==> config.mk <==
export PLATFORM = sky130hd
export DESIGN_NAME = imp_frame_seq
export DESIGN_NICKNAME = d
export VERILOG_FILES = /design/src/rtl/imp_frame_seq.sv
export SDC_FILE = /design/constraint.sdc
export NUM_CORES = 1
export LEC_CHECK = 0
export CAP_MARGIN = 5
export CORE_ASPECT_RATIO = 0.5
export CORE_MARGIN = 4
export CORE_UTILIZATION = 40
export DETAILED_ROUTE_END_ITERATION = 7
export SETUP_SLACK_MARGIN = 0.1
export SKIP_CTS_REPAIR_TIMING = 1
export SKIP_LAST_GASP = 1
export SYNTH_ARGS = -nofsm -noshare
export SYNTH_HDL_FRONTEND = slang
export SYNTH_SLANG_ARGS = --single-unit
==> constraint.sdc <==
create_clock -name clk -period 7.3 [get_ports clk]
set_input_delay 1.46 -clock clk [delete_from_list [all_inputs] [get_ports clk]]
set_output_delay 1.46 -clock clk [all_outputs]
set_load 0.05 [all_outputs]
==> src/rtl/imp_frame_seq.sv <==
// Frame sequencer for one image-move DMA channel: latches the ROI configuration on a
// start edge, then issues one line request per row with a bounded number in flight.
module imp_frame_seq #(
  parameter int unsigned BPP       = 4,
  parameter int unsigned MAX_OUTST = 2,
  parameter int unsigned ADDR_W    = 32,
  localparam int unsigned BYTES_W  = 16 + $clog2(BPP)
) (
  input  logic               clk,
  input  logic               rst,
  input  logic [ADDR_W-1:0]  cfg_baddr,
  input  logic [31:0]        cfg_pitch,
  input  logic [15:0]        cfg_hsize,
  input  logic [15:0]        cfg_vsize,
  input  logic [7:0]         cfg_minx,
  input  logic [7:0]         cfg_miny,
  input  logic               cfg_st,
  output logic               line_req_valid,
  input  logic               line_req_ready,
  output logic [ADDR_W-1:0]  line_req_addr,
  output logic [BYTES_W-1:0] line_req_bytes,
  input  logic               line_done,
  output logic               busy,
  output logic               done,
  output logic [15:0]        line_cnt,
  output logic               err
);

  localparam int unsigned OUTST_W = $clog2(MAX_OUTST + 1);

  typedef enum logic [2:0] {S_IDLE, S_CALC, S_ISSUE, S_DRAIN, S_DONE} state_e;

  state_e               state_q, state_d;
  logic                 st_prev_q, st_prev_d;
  logic [ADDR_W-1:0]    baddr_q, baddr_d;
  logic [31:0]          pitch_q, pitch_d;
  logic [15:0]          hsize_q, hsize_d;
  logic [15:0]          vsize_q, vsize_d;
  logic [7:0]           minx_q, minx_d;
  logic [7:0]           miny_q, miny_d;
  logic [ADDR_W-1:0]    addr_q, addr_d;
  logic [BYTES_W-1:0]   bytes_q, bytes_d;
  logic [15:0]          rows_q, rows_d;
  logic [OUTST_W-1:0]   outst_q, outst_d;
  logic [15:0]          line_cnt_q, line_cnt_d;
  logic                 err_q, err_d;
  logic                 busy_q, busy_d;
  logic                 done_q, done_d;
  logic                 valid_q, valid_d;

  logic start_c, hs_c, ld_ok_c, spur_c;

  // A line_done with nothing outstanding (which covers IDLE) is a protocol error.
  assign start_c = cfg_st & ~st_prev_q;
  assign hs_c    = valid_q & line_req_ready;
  assign ld_ok_c = line_done & (outst_q != '0);
  assign spur_c  = line_done & ~ld_ok_c;

  always_comb begin
    state_d    = state_q;
    st_prev_d  = cfg_st;
    baddr_d    = baddr_q;
    pitch_d    = pitch_q;
    hsize_d    = hsize_q;
    vsize_d    = vsize_q;
    minx_d     = minx_q;
    miny_d     = miny_q;
    addr_d     = addr_q;
    bytes_d    = bytes_q;
    rows_d     = rows_q;
    outst_d    = outst_q;
    line_cnt_d = line_cnt_q;
    err_d      = err_q;

    unique case (state_q)
      S_IDLE: begin
        if (start_c) begin
          baddr_d    = cfg_baddr;
          pitch_d    = cfg_pitch;
          hsize_d    = cfg_hsize;
          vsize_d    = cfg_vsize;
          minx_d     = cfg_minx;
          miny_d     = cfg_miny;
          line_cnt_d = '0;
          err_d      = 1'b0;
          state_d    = S_CALC;
        end
      end
      S_CALC: begin
        addr_d  = baddr_q + ADDR_W'(48'(miny_q) * 48'(pitch_q))
                + ADDR_W'(minx_q) * ADDR_W'(BPP);
        bytes_d = BYTES_W'(hsize_q) * BYTES_W'(BPP);
        rows_d  = vsize_q;
        state_d = (hsize_q == '0 || vsize_q == '0) ? S_DONE : S_ISSUE;
      end
      S_ISSUE: begin
        if (hs_c) begin
          addr_d = addr_q + ADDR_W'(pitch_q);
          rows_d = rows_q - 16'd1;
          if (rows_q == 16'd1) state_d = S_DRAIN;
        end
      end
      S_DRAIN: ;
      S_DONE:  state_d = S_IDLE;
      default: state_d = S_IDLE;
    endcase

    unique case ({hs_c, ld_ok_c})
      2'b10:   outst_d = outst_q + OUTST_W'(1);
      2'b01:   outst_d = outst_q - OUTST_W'(1);
      default: ;
    endcase

    if (ld_ok_c && line_cnt_q != 16'hFFFF) line_cnt_d = line_cnt_q + 16'd1;
    if (spur_c) err_d = 1'b1;

    // Drain exit looks at the post-update count so done follows the last line_done by one cycle.
    if (state_q == S_DRAIN && outst_d == '0 && rows_q == '0) state_d = S_DONE;

    busy_d  = (state_d == S_CALC) || (state_d == S_ISSUE) || (state_d == S_DRAIN);
    done_d  = (state_d == S_DONE);
    valid_d = (state_d == S_ISSUE) && (rows_d != '0) && (outst_d < OUTST_W'(MAX_OUTST));
  end

  always_ff @(posedge clk) begin
    if (rst) begin
      state_q    <= S_IDLE;
      st_prev_q  <= 1'b0;
      baddr_q    <= '0;
      pitch_q    <= '0;
      hsize_q    <= '0;
      vsize_q    <= '0;
      minx_q     <= '0;
      miny_q     <= '0;
      addr_q     <= '0;
      bytes_q    <= '0;
      rows_q     <= '0;
      outst_q    <= '0;
      line_cnt_q <= '0;
      err_q      <= 1'b0;
      busy_q     <= 1'b0;
      done_q     <= 1'b0;
      valid_q    <= 1'b0;
    end else begin
      state_q    <= state_d;
      st_prev_q  <= st_prev_d;
      baddr_q    <= baddr_d;
      pitch_q    <= pitch_d;
      hsize_q    <= hsize_d;
      vsize_q    <= vsize_d;
      minx_q     <= minx_d;
      miny_q     <= miny_d;
      addr_q     <= addr_d;
      bytes_q    <= bytes_d;
      rows_q     <= rows_d;
      outst_q    <= outst_d;
      line_cnt_q <= line_cnt_d;
      err_q      <= err_d;
      busy_q     <= busy_d;
      done_q     <= done_d;
      valid_q    <= valid_d;
    end
  end

  assign line_req_valid = valid_q;
  assign line_req_addr  = addr_q;
  assign line_req_bytes = bytes_q;
  assign busy           = busy_q;
  assign done           = done_q;
  assign line_cnt       = line_cnt_q;
  assign err            = err_q;

endmodule

Yosys cells after proc, flatten, opt, wreduce, memory -nomap -nowiden

Index checks and enable logic that the tools add are counted.

Register bits after elaboration: 202
Bits of input ports: 117
Output and inout bits: 70
Word-level logic and storage cells: 85

Add/subtract/negate cells: 7
Multiply operators: 1
Order comparisons: 1
Eq/ne operators: 12
Muxes and demuxes: 17
Bitwise gates (word level): 6
Reduce and logical (&&, ||, !) cells: 24

Operators with widths:

| cell                  | count |
|---|---|
| $add 32x32->32        | 2 |
| $mux 16               | 4 |
| $pmux 32 s2           | 1 |
| $logic_not 16->1      | 3 |
| $add 32x10->32        | 1 |
| $mul 8x32->32         | 1 |
| $mux 32               | 1 |
| $pmux 16 s2           | 1 |
| $add 16x1->16 const B | 1 |
| $eq 16x1->1 const B   | 1 |
| $ne 16x16->1 const B  | 1 |
| $reduce_bool 16->1    | 1 |
| $sub 16x1->16 const B | 1 |
| $mux 3                | 5 |
| $eq 3x2->1 const B    | 4 |
| $pmux 3 s4            | 1 |
| $reduce_bool 2->1     | 6 |
| $reduce_and 2->1      | 4 |
| $eq 3x1->1 const B    | 2 |
| $logic_and 1x1->1     | 5 |
| $and 1x1->1           | 4 |
| $pmux 2 s2            | 1 |
| $eq 3x3->1 const B    | 1 |
| $logic_not 3->1       | 1 |
| 10 further kinds      | 15 |

Longest topological paths before layout

Word-level depth: 11
Mapped depth: 23

Least setup slack after synthesis

Ideal clock, no wire load.

Path kind: register -> register
Start: register miny_q[0]
End: register addr_q[31] (netlist: line_req_addr[31])
Setup time: 0.137 ns
Data arrival time: 5.498 ns
Data required time: 7.163 ns
Path slack: 1.665 ns
Stages on the path, launching flop included: 22
Buffers on the path: 2
Clock period less this slack: 5.635 ns
Cells stage by stage: dfxtp_1 > clkbuf_1 > clkbuf_1 > nand2_1 > fa_1 > inv_1 > fa_1 > fa_1 > fa_1 > inv_1 > fa_1 > inv_1 > ha_1 > and3_1 > o2111a_1 > o31ai_4 > a31oi_1 > o41ai_2 > o21ai_1 > a2111oi_2 > a41o_1 > a221oi_2

Cells in the longest elaborated chain, start to end: 4

RTL lines:

| element                | line | text |
|---|---|---|
| from (decl)            | 40   | `logic [7:0] miny_q, miny_d;` |
| from (signal assigned) | 152  | `miny_q <= miny_d;` |
| $mul 8x32->32          | 90   | `addr_d = baddr_q + ADDR_W'(48'(miny_q) * 48'(pitch_q))` |
| $add 32x32->32         | 90   |  |
| $add 32x10->32         | 91   | `+ ADDR_W'(minx_q) * ADDR_W'(BPP);` |
| $pmux 32 s2            | 75   | `unique case (state_q)` |
| to (signal assigned)   | 153  | `addr_q <= addr_d;` |
| to (decl)              | 41   | `logic [ADDR_W-1:0] addr_q, addr_d;` |

No other way between the ends.
A chain may end at the register's enable or synchronous reset.

Worst setup path after layout

Same ends and word-level chain as after synthesis.

==> results_tabular.tex <==
\begin{tabular}{lr}
\hline
Metric & Value \\
\hline
\multicolumn{2}{l}{\textbf{STA}} \\
\quad Unrepaired setup endpoints after global routing & false \\
\quad Final Hold Fails & 0 \\
\quad Normalized max-slew margin & 28.3\% \\
\quad Setup violators final & 0 \\
\quad Final critical-path setup slack & 1100 ps \\
\quad Fmax & 0.161 GHz \\
\quad Max-slew violation total from the final report & 0 \\
\quad Hold Slack & 454 ps \\
\quad Aggregate negative setup slack & 0 ps \\
\quad Period utilization & 85.0\% \\
\quad Worst Skew & 19.9 ps \\
\quad Worst slew pin tran & 1070 ps \\
\quad Final worst path period need & 6200 ps \\
\multicolumn{2}{l}{\textbf{Setup path}} \\
\quad Top delay family on crit path & adder cells \\
\quad Count of cells along the worst register-to-register path & 20 \\
\quad Critical path fanouts, max & 20 \\
\quad Cell breakdown of the critical path & buf\_4 > nand2\_1 > fa\_1 > inv\_1 > fa\_1 > fa\_1 > fa\_1 > inv\_1 > fa\_1 > inv\_1 > ha\_1 > and3\_1 > o2111a\_1 > o31ai\_4 > a31oi\_1 > o41ai\_2 > o21ai\_1 > a2111oi\_2 > a41o\_1 > a221oi\_2 \\
\quad Element type at the critical path start & flop \\
\quad Required time of the worst setup path & 7700 ps \\
\quad Critical path capture point type & flop \\
\quad Number of buffer and inverter stages on the critical path & 4 \\
\quad Arrival time at the worst endpoint & 6600 ps \\
\quad Critical path class & reg -> reg \\
\quad Library cell contributing the largest single delay on the critical path & dfxtp\_1 \\
\quad Count of cell instances traversed by the critical path & 20 \\
\quad Peak per-stage delay on the critical path & 510 ps \\
\quad Library cell appearing most often on the critical path & fa\_1 \\
\multicolumn{2}{l}{\textbf{Status}} \\
\quad Run status & finished clean \\
\multicolumn{2}{l}{\textbf{Placement}} \\
\quad Post-Place Worst Slack & 1160 ps \\
\quad Placed cell areas & 0.0194 mm\^{}2 \\
\quad Routability Congestion & 0.875 \\
\quad Placed wire-length estimate after detailed placement & 36.6 mm \\
\quad Instance count after placement with tap cells included & 2727 \\
\quad Number of I/O port buffers & 184 \\
\multicolumn{2}{l}{\textbf{Yosys}} \\
\quad Flip-flop and latch count after synthesis & 202 \\
\quad Sequential-to-total area share from yosys stat & 23.7\% \\
\quad Average cell area after synthesis & 8.34 um\^{}2 \\
\quad Netlist Area Pre-Place & 0.0170 mm\^{}2 \\
\quad Fraction of registers with async set or reset after synthesis & 0\% \\
\quad Synth cell types & 70 \\
\quad Number of warnings reported in the yosys synthesis log & 0 \\
\quad Fraction of synthesized cell area in xor and xnor cells & 3.03\% \\
\quad Synthesized-area fraction occupied by and/or/nand/nor cells & 22.3\% \\
\quad Compound-Gate Fraction of Synth Area & 14.9\% \\
\quad Most instantiated flip-flop cell in the synthesis netlist & dfxtp\_1 \\
\quad Multiplexer share of the synthesized area & 0.235\% \\
\quad Area share of fa/ha/maj cells after synthesis & 30.0\% \\
\quad Largest family of logic cells by synthesized area & adder cells \\
\quad Count of mapped cells out of synthesis & 2044 \\
\quad Count of flip-flops with a built-in enable after synthesis & 0 \\
\multicolumn{2}{l}{\textbf{Cells and area}} \\
\quad Total inserted antenna cells & 0 \\
\quad Final standard cell count with taps included and fillers excluded & 2769 \\
\quad Number of filler instances in the final layout & 4210 \\
\quad Layout net count & 2584 \\
\quad Area Growth Syn to Fin & 18.4\% \\
\quad Ratio of cells with drive above 1 in the final layout & 3.88\% \\
\quad Final core utilization & 48.0\% \\
\quad Final instance area & 0.0202 mm\^{}2 \\
\multicolumn{2}{l}{\textbf{Routing}} \\
\quad Average via count per standard cell & 5.25 \\
\quad Detailed-route via count & 14537 \\
\quad Drt pass-1 iters & 5 \\
\quad DRC & 0 \\
\quad Detailed-route wire length per cell & 17.6 um \\
\quad Wire length after detailed routing & 48.8 mm \\
\quad Residual antenna-violating net count after detailed routing & 0 \\
\quad Iter 0 DRT Violations & 877 \\
\multicolumn{2}{l}{\textbf{CTS}} \\
\quad Htree depth & 1 \\
\quad Clock tree from TritonCTS & built \\
\quad Number of clock sinks & 202 \\
\quad Root buffer cell & clkbuf\_16 \\
\quad Clock insertion delay at the later pin of the skew report & 550 ps \\
\quad Maximum buffer depth of the clock tree & 3 \\
\quad Clock edge transition at the registers on the reported setup and hold paths & 60 ps \\
\quad Inserted Clock Buffers & 23 \\
\multicolumn{2}{l}{\textbf{Global routing}} \\
\quad Via count of the first global-routing pass & 14534 \\
\quad Antenna violations before repair & 1 \\
\quad Global-route wire length before repair & 79.2 mm \\
\quad Maximum number of pins on one net before global-route repair & 87 \\
\quad GRT Residual Overflow & 0 \\
\quad All-layer global routing usage & 21.1\% \\
\multicolumn{2}{l}{\textbf{Floorplanning}} \\
\quad Die Span Y & 154 um \\
\quad Die Outline Area & 0.0462 mm\^{}2 \\
\quad Top-Level Pins & 187 \\
\quad Area of the core & 0.0420 mm\^{}2 \\
\quad Initial core utilization & 40.5\% \\
\quad Standard-cell row count & 53 \\
\quad Die width & 300 um \\
\multicolumn{2}{l}{\textbf{Pwr}} \\
\quad Maximum vdd ir drop & 171 uV \\
\quad Power density over cell area & 178 mW/mm\^{}2 \\
\quad Total power draw & 3.59 mW \\
\quad Static power due to leakage & 8.97 nW \\
\multicolumn{2}{l}{\textbf{Job}} \\
\quad Count of maximum capacitance violations & 0 \\
\multicolumn{2}{l}{\textbf{Min path}} \\
\quad Worst hold-check path type & reg -> reg \\
\quad Hold-critical path depth & 2 \\
\hline
\end{tabular}
metal layers:
| layer | routed length [um] | track usage (%) | up-vias |
|---|---|---|---|
| li1 | - | - | 7020 |
| met1 | 22900 | 29.4 | 7135 |
| met2 | 22800 | 35.4 | 317 |
| met3 | 2100 | 2.62 | 65 |
| met4 | 1030 | 4.43 | 0 |
| met5 | 0 | 0 | - |
final timing paths:
path | start | end | slack, ps
setup / recovery | miny_q[0] | line_req_addr[31] | 1100
hold / removal | baddr_q[13] | baddr_q[13] | 450
setup reg to reg | miny_q[0] | line_req_addr[31] | 1100
hold reg to reg | baddr_q[13] | baddr_q[13] | 450
cell usage after synthesis (all sizes together) (4+ instances only):
cell type	n	area, um^2
mux2i	4	40.0
a211oi	20	155
o22ai	4	25.0
fa	194	3880
a221oi	17	161
o21ai	49	245
a21oi	194	971
nor2b	8	50.1
clkbuf	91	342
nand2	415	1560
a31oi	13	81.3
o41ai	5	51.3
a21o	27	203
or2	6	37.5
o31ai	7	76.3
ha	98	1230
and3	19	119
o21a	8	60.1
or3	5	31.3
dfxtp	202	4040
nor4	14	93.8
a311oi	13	114
xor2	22	193
and2	160	1000
inv	158	593
nor3	29	145
nand4	10	62.6
buf	10	46.3
o211ai	10	75.1
o21bai	5	52.6
nand3b	5	37.5
nand3	21	105
nor2	120	453
nand2b	8	50.1
xnor2	37	324
logic make-up after synthesis:
family                     Yosys count
buffers and inverters              259
adders and majority gates          292
and+or+nand+nor                    828
other                                1
xor gates and xnor gates            59
muxes                                4
DFF                                202
AOI/OAI and AO/OA                  399
power by group:
part / switching [mW] / internal, mW / leakage [nW] / total, mW
Combinational: 0.659 / 0.410 / 6.94 / 1.07
Sequential: 0.112 / 1.18 / 1.65 / 1.30
Clock: 0.518 / 0.706 / 0.385 / 1.22
area by class of cell:
type	count	area (um^2)	share of cell area (%)
timing repair buffer	206	2010	9.95
tap	577	722	3.58
clock inverter	11	123	0.607
inverter	158	593	2.94
clock buffer	31	656	3.25
multi-input combinational	1584	12000	59.6
sequential	202	4040	20.0
sequential cells by signal, indices dropped and copies added (netlist names):
name / flops
hsize_q: 16
done: 1
busy: 1
line_req_bytes: 16
vsize_q: 16
state_q: 3
miny_q: 8
line_req_valid: 1
st_prev_q: 1
line_req_addr: 32
outst_q: 2
rows_q: 16
pitch_q: 32
minx_q: 8
err: 1
baddr_q: 32
line_cnt: 16
tightest hold or removal path, delay by kind of cell (launching register included):
| kind | cells | cell delay (ps) |
|---|---|---|
| compound gates | 1 | 50 |
| flops | 1 | 310 |
| simple gates | 1 | 50 |
layout by cell type, fill, tap and decap left out, types with 23 or more instances in the layout:
cell type	n
clkdlybuf4s50_1	183
o21ai_0	46
clkbuf_16	23
ha_1	98
fa_1	194
nor3_1	29
a21o_1	27
and2_1	160
nand2_1	415
nor2_1	119
dfxtp_1	202
a21oi_1	194
inv_1	158
xnor2_1	37
No activity file was read; power rests on OpenSTA's default activity.
